$ cat src/rtl/muldiv_ctrl.sv
// muldiv_ctrl: iterative multiply/divide sequencer owning the HI/LO registers.
// Runs a WIDTH-step shift-add multiply or a restoring divide on operand
// magnitudes, then applies a one-cycle sign fix before the result lands in HI/LO.
//
// Ports:
//   clk, rst_n       clock, synchronous active-low reset
//   start, op        issue request and opcode (00 MULT, 01 MULTU, 10 DIV, 11 DIVU)
//   a, b             rs / rt operands
//   mthi, mtlo       write wdata to HI / LO (only while accepting)
//   wdata            move-to data
//   busy             high while an operation occupies CALC or FIX
//   done             one-cycle pulse, HI/LO hold the new result in that cycle
//   div0             pulses with done when a divide had a zero divisor
//   hi, lo           HI / LO registers
module muldiv_ctrl #(
    parameter int unsigned WIDTH = 32
) (
    input  logic             clk,
    input  logic             rst_n,
    input  logic             start,
    input  logic [1:0]       op,
    input  logic [WIDTH-1:0] a,
    input  logic [WIDTH-1:0] b,
    input  logic             mthi,
    input  logic             mtlo,
    input  logic [WIDTH-1:0] wdata,
    output logic             busy,
    output logic             done,
    output logic             div0,
    output logic [WIDTH-1:0] hi,
    output logic [WIDTH-1:0] lo
);

    localparam int unsigned W2 = 2 * WIDTH;
    localparam int unsigned CW = (WIDTH > 1) ? $clog2(WIDTH) : 1;

    localparam logic [1:0] S_IDLE = 2'd0;
    localparam logic [1:0] S_CALC = 2'd1;
    localparam logic [1:0] S_FIX  = 2'd2;
    localparam logic [1:0] S_DONE = 2'd3;

    // Registered state
    logic [1:0]       r_state;
    logic             r_is_div;
    logic             r_sa;
    logic             r_sb;
    logic [CW-1:0]    r_cnt;
    logic [W2-1:0]    r_acc;    // mul: {upper, multiplier}; div: {rem, quo}
    logic [WIDTH-1:0] r_opnd;   // multiplicand or divisor magnitude
    logic [WIDTH-1:0] r_hi;
    logic [WIDTH-1:0] r_lo;
    logic             r_busy;
    logic             r_done;
    logic             r_div0;

    // Next-state values
    logic [1:0]       w_state_nxt;
    logic             w_is_div_nxt;
    logic             w_sa_nxt;
    logic             w_sb_nxt;
    logic [CW-1:0]    w_cnt_nxt;
    logic [W2-1:0]    w_acc_nxt;
    logic [WIDTH-1:0] w_opnd_nxt;
    logic [WIDTH-1:0] w_hi_nxt;
    logic [WIDTH-1:0] w_lo_nxt;
    logic             w_busy_nxt;
    logic             w_done_nxt;
    logic             w_div0_nxt;

    // Operand conditioning at issue: signed ops work on magnitudes
    logic             w_sgn_op;
    logic             w_a_neg;
    logic             w_b_neg;
    logic [WIDTH-1:0] w_a_mag;
    logic [WIDTH-1:0] w_b_mag;
    logic             w_b_zero;

    assign w_sgn_op = ~op[0];
    assign w_a_neg  = w_sgn_op & a[WIDTH-1];
    assign w_b_neg  = w_sgn_op & b[WIDTH-1];
    assign w_a_mag  = w_a_neg ? -a : a;
    assign w_b_mag  = w_b_neg ? -b : b;
    assign w_b_zero = (b == '0);

    // One shift-add multiply step; carry out of the upper add is kept
    logic [WIDTH:0]   w_mul_sum;
    logic [W2-1:0]    w_mul_step;

    assign w_mul_sum  = {1'b0, r_acc[W2-1:WIDTH]} + {1'b0, r_opnd};
    assign w_mul_step = r_acc[0] ? {w_mul_sum, r_acc[WIDTH-1:1]}
                                 : {1'b0, r_acc[W2-1:1]};

    // One restoring divide step; shifted remainder needs WIDTH+1 bits
    logic [WIDTH:0]   w_rem_sh;
    logic             w_ge;
    logic [WIDTH-1:0] w_diff;
    logic [W2-1:0]    w_div_step;

    assign w_rem_sh   = r_acc[W2-1:WIDTH-1];
    assign w_ge       = (w_rem_sh >= {1'b0, r_opnd});
    assign w_diff     = w_rem_sh[WIDTH-1:0] - r_opnd;
    assign w_div_step = w_ge ? {w_diff, r_acc[WIDTH-2:0], 1'b1}
                             : {r_acc[W2-2:0], 1'b0};

    // Sign correction; flags are zero for unsigned ops so no op check needed
    logic [W2-1:0]    w_prod_fix;
    logic [WIDTH-1:0] w_quo_fix;
    logic [WIDTH-1:0] w_rem_fix;

    assign w_prod_fix = (r_sa ^ r_sb) ? -r_acc : r_acc;
    assign w_quo_fix  = (r_sa ^ r_sb) ? -r_acc[WIDTH-1:0] : r_acc[WIDTH-1:0];
    assign w_rem_fix  = r_sa ? -r_acc[W2-1:WIDTH] : r_acc[W2-1:WIDTH];

    // Next-state and datapath update
    always_comb begin
        w_state_nxt  = r_state;
        w_is_div_nxt = r_is_div;
        w_sa_nxt     = r_sa;
        w_sb_nxt     = r_sb;
        w_cnt_nxt    = r_cnt;
        w_acc_nxt    = r_acc;
        w_opnd_nxt   = r_opnd;
        w_hi_nxt     = r_hi;
        w_lo_nxt     = r_lo;
        w_done_nxt   = 1'b0;
        w_div0_nxt   = 1'b0;

        case (r_state)
            S_IDLE, S_DONE: begin
                if (mthi) w_hi_nxt = wdata;
                if (mtlo) w_lo_nxt = wdata;
                if (start) begin
                    if (op[1] && w_b_zero) begin
                        // divide by zero completes immediately, HI/LO untouched
                        w_state_nxt = S_DONE;
                        w_done_nxt  = 1'b1;
                        w_div0_nxt  = 1'b1;
                    end else begin
                        w_state_nxt  = S_CALC;
                        w_is_div_nxt = op[1];
                        w_sa_nxt     = w_a_neg;
                        w_sb_nxt     = w_b_neg;
                        w_cnt_nxt    = '0;
                        if (op[1]) begin
                            w_acc_nxt  = {{WIDTH{1'b0}}, w_a_mag};
                            w_opnd_nxt = w_b_mag;
                        end else begin
                            w_acc_nxt  = {{WIDTH{1'b0}}, w_b_mag};
                            w_opnd_nxt = w_a_mag;
                        end
                    end
                end else begin
                    w_state_nxt = S_IDLE;
                end
            end
            S_CALC: begin
                w_acc_nxt = r_is_div ? w_div_step : w_mul_step;
                w_cnt_nxt = r_cnt + CW'(1);
                if (r_cnt == CW'(WIDTH - 1)) w_state_nxt = S_FIX;
            end
            S_FIX: begin
                if (r_is_div) begin
                    w_hi_nxt = w_rem_fix;
                    w_lo_nxt = w_quo_fix;
                end else begin
                    w_hi_nxt = w_prod_fix[W2-1:WIDTH];
                    w_lo_nxt = w_prod_fix[WIDTH-1:0];
                end
                w_state_nxt = S_DONE;
                w_done_nxt  = 1'b1;
            end
            default: begin
                w_state_nxt = S_IDLE;
            end
        endcase

        w_busy_nxt = (w_state_nxt == S_CALC) || (w_state_nxt == S_FIX);
    end

    // State and output registers
    always_ff @(posedge clk) begin
        if (!rst_n) begin
            r_state  <= S_IDLE;
            r_is_div <= 1'b0;
            r_sa     <= 1'b0;
            r_sb     <= 1'b0;
            r_cnt    <= '0;
            r_acc    <= '0;
            r_opnd   <= '0;
            r_hi     <= '0;
            r_lo     <= '0;
            r_busy   <= 1'b0;
            r_done   <= 1'b0;
            r_div0   <= 1'b0;
        end else begin
            r_state  <= w_state_nxt;
            r_is_div <= w_is_div_nxt;
            r_sa     <= w_sa_nxt;
            r_sb     <= w_sb_nxt;
            r_cnt    <= w_cnt_nxt;
            r_acc    <= w_acc_nxt;
            r_opnd   <= w_opnd_nxt;
            r_hi     <= w_hi_nxt;
            r_lo     <= w_lo_nxt;
            r_busy   <= w_busy_nxt;
            r_done   <= w_done_nxt;
            r_div0   <= w_div0_nxt;
        end
    end

    assign busy = r_busy;
    assign done = r_done;
    assign div0 = r_div0;
    assign hi   = r_hi;
    assign lo   = r_lo;

endmodule

$ cat config.mk
export PLATFORM = sky130hd
export DESIGN_NAME = muldiv_ctrl
export DESIGN_NICKNAME = d
export VERILOG_FILES = /design/src/rtl/muldiv_ctrl.sv
export SDC_FILE = /design/constraint.sdc
export NUM_CORES = 1
export LEC_CHECK = 0
export CORE_MARGIN = 4
export CORE_UTILIZATION = 60
export CTS_BUF_LIST = sky130_fd_sc_hd__clkbuf_8
export DETAILED_ROUTE_END_ITERATION = 10
export GPL_TIMING_DRIVEN = 1
export PLACE_DENSITY_LB_ADDON = 0.3
export SLEW_MARGIN = 10
export SYNTH_ARGS = -nofsm -noshare
export SYNTH_HDL_FRONTEND = slang
export SYNTH_SLANG_ARGS = --single-unit
$ cat constraint.sdc
create_clock -name clk -period 8.4 [get_ports clk]
set_clock_uncertainty 0.2 [all_clocks]
set_input_delay 1.68 -clock clk [delete_from_list [all_inputs] [get_ports clk]]
set_output_delay 1.68 -clock clk [all_outputs]
set_load 0.05 [all_outputs]
==> results of run 1 <==
-- metrics by stage --
step / hold WS, ns / instances / power, mW
6_report: 0.2659 / 2512 / 2.432
3_5_place_dp: 0.2454 / 2480 / 1.818
4_1_cts: 0.2657 / 2512 / 2.394
5_1_grt: 0.3005 / 2512 / 2.522
3_3_place_gp: 0.2337 / 2480 / 1.805
2_1_floorplan: 0.2362 / 2116 / 1.531
-- where the power goes --
| part | internal [mW] | switching (mW) | leakage (nW) |
|---|---|---|---|
| Clock | 0.221 | 0.378 | 0.198 |
| Sequential | 0.869 | 0.0775 | 1.42 |
| Combinational | 0.333 | 0.552 | 5.41 |
-- logic make-up (layout without fill, tap and decap cells) --
group,Yosys count,after routing,share of synthesized area [%]
multiplexers,59,59,4.074
AO/OA/AOI/OAI,738,738,31.28
AND/OR/NAND/NOR,680,680,20.92
adder cells (fa/ha/maj),74,74,6.091
buffers and inverters,223,289,5.637
XOR/XNOR,169,169,9.581
flip-flops,173,173,22.42
-- area by class of cell --
class / count / area, um2
clock inverter: 15 / 150.1
sequential: 173 / 3468
fill: 2149 / 7751
tap: 330 / 412.9
clock buffer: 17 / 234.0
multi-input combinational: 1720 / 11140
inverter: 66 / 247.7
timing repair buffer: 191 / 1852
-- state kept, by name (all words and copies together), names as in the netlist, 2 cells and up --
register,flops
r_state,2
r_acc,64
lo,32
hi,32
r_opnd,32
r_cnt,5
-- worst min-delay path, delay by kind of cell (launching register included) --
family / cells / cell delay, ns
AND/OR/NAND/NOR: 1 / 0.05
flip-flops: 1 / 0.33
AO/OA/AOI/OAI: 1 / 0.05
-- cell usage after synthesis, types with 6 or more instances --
library cell	count	area [um2]
sky130_fd_sc_hd__o21bai_1	8	60.06
sky130_fd_sc_hd__mux2i_1	28	280.3
sky130_fd_sc_hd__and2_1	9	56.30
sky130_fd_sc_hd__nor3_1	50	250.2
sky130_fd_sc_hd__a22o_1	12	105.1
sky130_fd_sc_hd__or4_1	11	82.58
sky130_fd_sc_hd__nand3_1	32	160.2
sky130_fd_sc_hd__and3_1	23	143.9
sky130_fd_sc_hd__o21ai_0	114	570.6
sky130_fd_sc_hd__nand2b_1	12	75.07
sky130_fd_sc_hd__o21ai_1	6	30.03
sky130_fd_sc_hd__ha_1	72	900.9
sky130_fd_sc_hd__a32o_1	14	140.1
sky130_fd_sc_hd__o22ai_1	8	50.05
sky130_fd_sc_hd__or2_2	6	37.54
sky130_fd_sc_hd__o211ai_1	29	217.7
sky130_fd_sc_hd__or3_1	12	75.07
sky130_fd_sc_hd__a31oi_1	29	181.4
sky130_fd_sc_hd__clkbuf_1	131	491.7
sky130_fd_sc_hd__buf_2	12	60.06
sky130_fd_sc_hd__nor2_1	251	942.2
sky130_fd_sc_hd__buf_1	10	37.54
sky130_fd_sc_hd__o31ai_1	28	210.2
sky130_fd_sc_hd__o41ai_1	9	78.83
sky130_fd_sc_hd__a21oi_1	229	1146
sky130_fd_sc_hd__dfxtp_1	173	3463
sky130_fd_sc_hd__o21a_1	10	75.07
sky130_fd_sc_hd__nand2_1	172	645.6
sky130_fd_sc_hd__a211o_1	20	175.2
sky130_fd_sc_hd__nor4_1	22	137.6
sky130_fd_sc_hd__inv_1	66	247.7
sky130_fd_sc_hd__a21o_1	50	375.4
sky130_fd_sc_hd__nand4_1	18	112.6
sky130_fd_sc_hd__a211oi_1	102	765.7
sky130_fd_sc_hd__a22oi_1	6	45.04
sky130_fd_sc_hd__xor2_1	86	753.2
sky130_fd_sc_hd__mux2_2	31	349.1
sky130_fd_sc_hd__a311oi_1	9	78.83
sky130_fd_sc_hd__xnor2_1	83	727.0
sky130_fd_sc_hd__nor2b_1	25	156.4
-- metal layers --
metal | routed length, um | up-vias
li1 | - | 7864
met1 | 23330 | 7922
met2 | 24020 | 1195
met3 | 6379 | 183
met4 | 3253 | 0
met5 | 0 | -
-- path summary, 6_finish.rpt --
kind,end,slack (ns)
worst max-delay path,r_acc[52],2.72
worst min-delay path,hi[7],0.27
worst max register to register,r_acc[46],4.01
worst min register to register,hi[7],0.27
-- cell usage in the layout, fill, tap and decap left out, drive strengths merged, types with 8 or more instances in the layout --
master	n
a211o	20
a211oi	103
a21o	50
a21oi	229
a22o	12
a311oi	9
a31oi	29
a32o	14
and2	9
and3	23
buf	23
clkbuf	17
clkdlybuf4s50	168
dfxtp	173
ha	72
inv	74
mux2	31
mux2i	28
nand2	173
nand2b	12
nand3	32
nand4	18
nor2	253
nor2b	25
nor3	50
nor4	25
o211ai	29
o21a	10
o21ai	120
o21bai	8
o22ai	8
o31ai	30
o41ai	9
or3	12
or4	12
xnor2	83
xor2	86
==> results.rst, run 1 <==
.. list-table::
   :header-rows: 1

   * - Metric
     - Value
   * - Average cell area after synthesis
     - 7.301 um2
   * - GRT Overall Usage
     - 38.18%
   * - Largest net degree at the start of global routing
     - 96
   * - Number of violations reported at the end of detailed-routing iteration 0
     - 2495
   * - HPWL reported at the end of detailed placement
     - 43830 um
   * - Cell count after synthesis
     - 2116
   * - Post-place setup slack
     - 2.356 ns
   * - Clock transition at the registers of the reported paths
     - 0.11 ns
   * - Minimum clock period
     - 5.683 ns
   * - Met2 usage in global routing
     - 57.27%
   * - Worst Path Buf+Inv
     - 2
   * - Wire length of the first global-routing pass
     - 86640 um
   * - Global Route met1 Usage
     - 53.35%
   * - Number of antenna violations at the first check in global routing
     - 0
   * - Data arrival time of the worst path
     - 5.86 ns
   * - Slowest stage cell, crit path
     - sky130_fd_sc_hd__nand2_2
   * - Number of DRC violations after detailed routing
     - 1
   * - Post-detailed-placement cell area
     - 17120 um2
   * - Total detailed-routing wirelength
     - 56980 um
   * - Max_slew headroom
     - 26.37%
   * - Number of hold-repair buffers added at the cts stage
     - 0
   * - Antenna fix cells
     - 0
   * - Launch point of the worst path
     - b[0]
   * - Number of search-and-repair iterations in the first detailed-routing pass
     - 9
   * - Worst reg2reg path startpoint
     - r_acc[37]
   * - Worst ir drop on vdd
     - 0.0001047 V
   * - CP Depth
     - 12
   * - Hold Crit Start
     - hi[7]
   * - Final clock period utilization by the worst path
     - 67.66%
   * - Worst Reg-to-Reg Cells
     - 11
   * - Post-synth top flop
     - sky130_fd_sc_hd__dfxtp_1
   * - Bufs on Longest Clock Path
     - 2
   * - Category of the worst setup path capture point
     - register
   * - Cell area after synthesis
     - 15450 um2
   * - Maxcap violations
     - 0
   * - Worst setup slack after layout
     - 2.717 ns
   * - Required time worst endpoint
     - 8.58 ns
   * - Met3 GRT Util
     - 6.469%
   * - Number of synthesized flops with an enable pin
     - 0
   * - Final-report setup violation count
     - 0
   * - Number of warnings printed during yosys synthesis
     - 0
   * - CTS sink cnt
     - 173
   * - RD Place Congestion
     - 1.060
   * - Slew at the pin closest to its max-slew limit
     - 1.104 ns
   * - Biggest fanout along the worst timing path
     - 35
   * - Post CTS Setup Buffer Count
     - 0
   * - Number of hold violations in the final report
     - 0
   * - Root buffer selected by CTS
     - sky130_fd_sc_hd__clkbuf_8
   * - Horiz. Die Dim
     - 168.5 um
   * - Startpoint kind of the worst setup timing path
     - input port
   * - Placement Rows
     - 58
   * - Number of clock buffers inserted by TritonCTS
     - 17
   * - Vias per std cell
     - 6.833
   * - Die height
     - 168.5 um
   * - Number of instances on the worst hold path
     - 2
   * - Total core area
     - 25250 um2
   * - Number of levels in the clock H-tree
     - 4
   * - Relative area change from synthesis to final layout
     - 13.30%
   * - Initial core utilization
     - 61.17%
   * - CP delay by family, top
     - simple AND/OR/NAND/NOR gates
   * - Type of the worst setup path
     - in -> reg
   * - Die footprint
     - 28380 um2
   * - Share of post-route cells with drive strength above 1
     - 5.500%
   * - Fraction of synthesis flops using an asynchronous set or reset pin
     - 0%
   * - Wire per inst
     - 22.68 um
   * - Cells traversed along the worst timing path
     - clkdlybuf4s50_1, inv_1, ha_1, or4b_1, nor4_1, nand4_1, nand2_2, a21boi_1, and2_1, nand2_1, nor2_1, a211o_1
   * - Number of global-route vias before repair
     - 15422
   * - Remaining antenna violation count after routing
     - 0
   * - Final Util
     - 69.31%
   * - Violated checks
     - DRC
   * - Synth unique cells
     - 85
   * - Post_cts resized
     - 0
   * - Number of buffers inserted by port buffering
     - 169
   * - Total vias in the final route
     - 17164
   * - Count of nets after finishing
     - 2346
   * - Total of flip-flops plus latches after synthesis
     - 173
   * - Design Area, Final
     - 17500 um2
   * - Min-delay worst type
     - reg -> reg
   * - Maximum clock frequency
     - 176.0 MHz
   * - Global route overflow
     - 0
   * - Synth Net Count
     - 2293
   * - Seq/Total Area, Yosys
     - 22.42%
   * - Clock tree from TritonCTS
     - done
   * - Outcome
     - complete, but fails checks
   * - Power density over the cells
     - 138.9 nW/um2
   * - Skew-Pair Late Insertion Delay
     - 0.49 ns
   * - Delay of the slowest critical-path stage
     - 0.64 ns
   * - Pleak
     - 7.031 nW
   * - RSZ-0062 raised after global routing
     - false
   * - IO Count
     - 170
   * - Most Used Layer, Global Route
     - met2
   * - Fin. max-slew vios
     - 0
   * - Sum of negative setup slack
     - 0 ns
(Power assumes the default switching activity.)
==> run 2: changes to the inputs <==
--- a/config.mk
+++ b/config.mk
@@ -6,7 +6,7 @@
 export NUM_CORES = 1
 export LEC_CHECK = 0
 export CORE_MARGIN = 4
-export CORE_UTILIZATION = 60
+export CORE_UTILIZATION = 54
 export CTS_BUF_LIST = sky130_fd_sc_hd__clkbuf_8
 export DETAILED_ROUTE_END_ITERATION = 10
 export GPL_TIMING_DRIVEN = 1
==> constraint.sdc (replaced) <==
create_clock -name clk -period 5.15 [get_ports clk]
set_clock_uncertainty 0.2 [all_clocks]
set_input_delay 1.03 -clock clk [delete_from_list [all_inputs] [get_ports clk]]
set_output_delay 1.03 -clock clk [all_outputs]
set_load 0.05 [all_outputs]
==> results.rst, run 2 (synthesis results as in run 1) <==
.. list-table::
   :header-rows: 1

   * - Metric
     - Value
   * - Outcome
     - finished clean
   * - Clock transition at the registers of the reported paths
     - 0.11 ns
   * - Required time worst endpoint
     - 5.33 ns
   * - Detailed route wirelength on metal2
     - 24770 um
   * - RSZ-0062 raised after global routing
     - false
   * - Fin. max-slew vios
     - 0
   * - Remaining antenna violation count after routing
     - 0
   * - Min-delay worst type
     - reg -> reg
   * - Minimum clock period
     - 4.504 ns
   * - Top library cells by usage in the layout, fill and taps aside
     - sky130_fd_sc_hd__nor2_1 (250), sky130_fd_sc_hd__a21oi_1 (228), sky130_fd_sc_hd__nand2_1 (172)
   * - IO Count
     - 170
   * - Launch point of the worst path
     - b[0]
   * - Final-report setup violation count
     - 0
   * - Biggest fanout along the worst timing path
     - 25
   * - Max_slew headroom
     - 23.19%
   * - Number of search-and-repair iterations in the first detailed-routing pass
     - 6
   * - Global route overflow
     - 0
   * - Number of violations reported at the end of detailed-routing iteration 0
     - 2329
   * - Total vias in the final route
     - 16924
   * - Post_cts resized
     - 0
   * - Number of antenna violations at the first check in global routing
     - 0
   * - Total detailed-routing wirelength
     - 57650 um
   * - Number of hold-repair buffers added at the cts stage
     - 0
   * - Bufs on Longest Clock Path
     - 2
   * - Maximum clock frequency
     - 222.0 MHz
   * - Initial core utilization
     - 55.15%
   * - RD Place Congestion
     - 1.017
   * - Worst setup slack after layout
     - 0.6464 ns
   * - Worst Path Buf+Inv
     - 2
   * - Number of global-route vias before repair
     - 15078
   * - Total core area
     - 28010 um2
   * - Die height
     - 177.1 um
   * - Share of post-route cells with drive strength above 1
     - 6.105%
   * - Biggest register
     - r_acc
   * - Startpoint kind of the worst setup timing path
     - input port
   * - Skew-Pair Late Insertion Delay
     - 0.48 ns
   * - Routed wl met3
     - 6171 um
   * - Placement Rows
     - 61
   * - CTS sink cnt
     - 173
   * - CP delay by family, top
     - simple AND/OR/NAND/NOR gates
   * - Relative area change from synthesis to final layout
     - 14.36%
   * - Post-Route Hold Slack
     - 0.2577 ns
   * - Largest net degree at the start of global routing
     - 95
   * - Cells traversed along the worst timing path
     - clkdlybuf4s50_1, inv_1, ha_1, or4b_1, nor4_1, nand4_1, nand2_2, a21boi_1, and2_1, nand2_1, nor2_1, a211o_1
   * - Wire length on met1
     - 24370 um
   * - Largest register FFs
     - 64
   * - Post CTS Setup Buffer Count
     - 0
   * - Count of nets after finishing
     - 2359
   * - Number of levels in the clock H-tree
     - 4
   * - Data arrival time of the worst path
     - 4.68 ns
   * - Slowest stage cell, crit path
     - sky130_fd_sc_hd__and2_1
   * - Die footprint
     - 31380 um2
   * - Number of DRC violations after detailed routing
     - 0
   * - Pleak
     - 7.093 nW
   * - Most common cell after layout, fill and taps aside
     - sky130_fd_sc_hd__nor2_1
   * - Uppermost layer routed
     - met4
   * - Worst ir drop on vdd
     - 0.0001659 V
   * - Vias per std cell
     - 6.575
   * - Number of clock buffers inserted by TritonCTS
     - 17
   * - Power density over the cells
     - 225.5 nW/um2
   * - Horiz. Die Dim
     - 177.1 um
   * - Worst reg2reg path startpoint
     - r_acc[33]
   * - Type of the worst setup path
     - in -> reg
   * - HPWL reported at the end of detailed placement
     - 45270 um
   * - Slew at the pin closest to its max-slew limit
     - 1.148 ns
   * - Delay of the slowest critical-path stage
     - 0.55 ns
   * - Wire per inst
     - 22.40 um
   * - Wire length of the first global-routing pass
     - 87370 um
   * - Clock tree from TritonCTS
     - done
   * - Number of hold violations in the final report
     - 0
   * - Maxcap violations
     - 0
   * - Final clock period utilization by the worst path
     - 87.45%
   * - Category of the worst setup path capture point
     - register
   * - Post-place setup slack
     - 0.2802 ns
   * - Number of buffers inserted by port buffering
     - 169
   * - Sum of negative setup slack
     - 0 ns
   * - GRT Overall Usage
     - 35.29%
   * - Root buffer selected by CTS
     - sky130_fd_sc_hd__clkbuf_8
   * - Hold Crit Start
     - hi[7]
==> run 2: area by class of cell <==
class,count,area [um2]
fill,2500,10340
clock inverter,14,140.1
multi-input combinational,1720,11140
clock buffer,18,247.7
sequential,173,3468
tap,378,473.0
timing repair buffer,204,1949
inverter,66,247.7
antenna,1,2.502
==> run 2: final timing paths <==
path                     to  slack (ns)  cells past startpoint
setup / recovery  r_acc[52]        0.65                     12
hold / removal        hi[7]        0.26                      2
setup reg to reg  r_acc[59]        0.77                     11
hold reg to reg       hi[7]        0.26                      2
==> run 2: tightest hold or removal path, cell delays in order, from the launching register on <==
cell and delay [ns]:
sky130_fd_sc_hd__dfxtp_1 0.32, sky130_fd_sc_hd__nand2_1 0.05, sky130_fd_sc_hd__a21oi_1 0.05
==> run 2: stage by stage <==
stage	instances	power, mW	utilization [%]	instance area, um2
final	2574	3.984	63.07	17670
after global placement	2541	2.962	61.68	17280
after global routing	2573	4.157	63.06	17660
after floorplan	2116	2.497	-	15450
after detailed placement	2541	2.983	61.68	17280
after CTS	2573	3.944	63.06	17660
==> run 2: report_power, final <==
| part | total [mW] | internal, mW | switching [mW] |
|---|---|---|---|
| clock | 0.987 | 0.374 | 0.613 |
| sequential | 1.54 | 1.42 | 0.125 |
| combinational | 1.45 | 0.551 | 0.903 |
==> run 2: layer usage <==
metal	vias to the layer above	GRT usage (%)
li1	7904	-
met1	7909	49.94
met2	999	54.09
met3	112	6.238
met4	0	12.41
met5	-	0
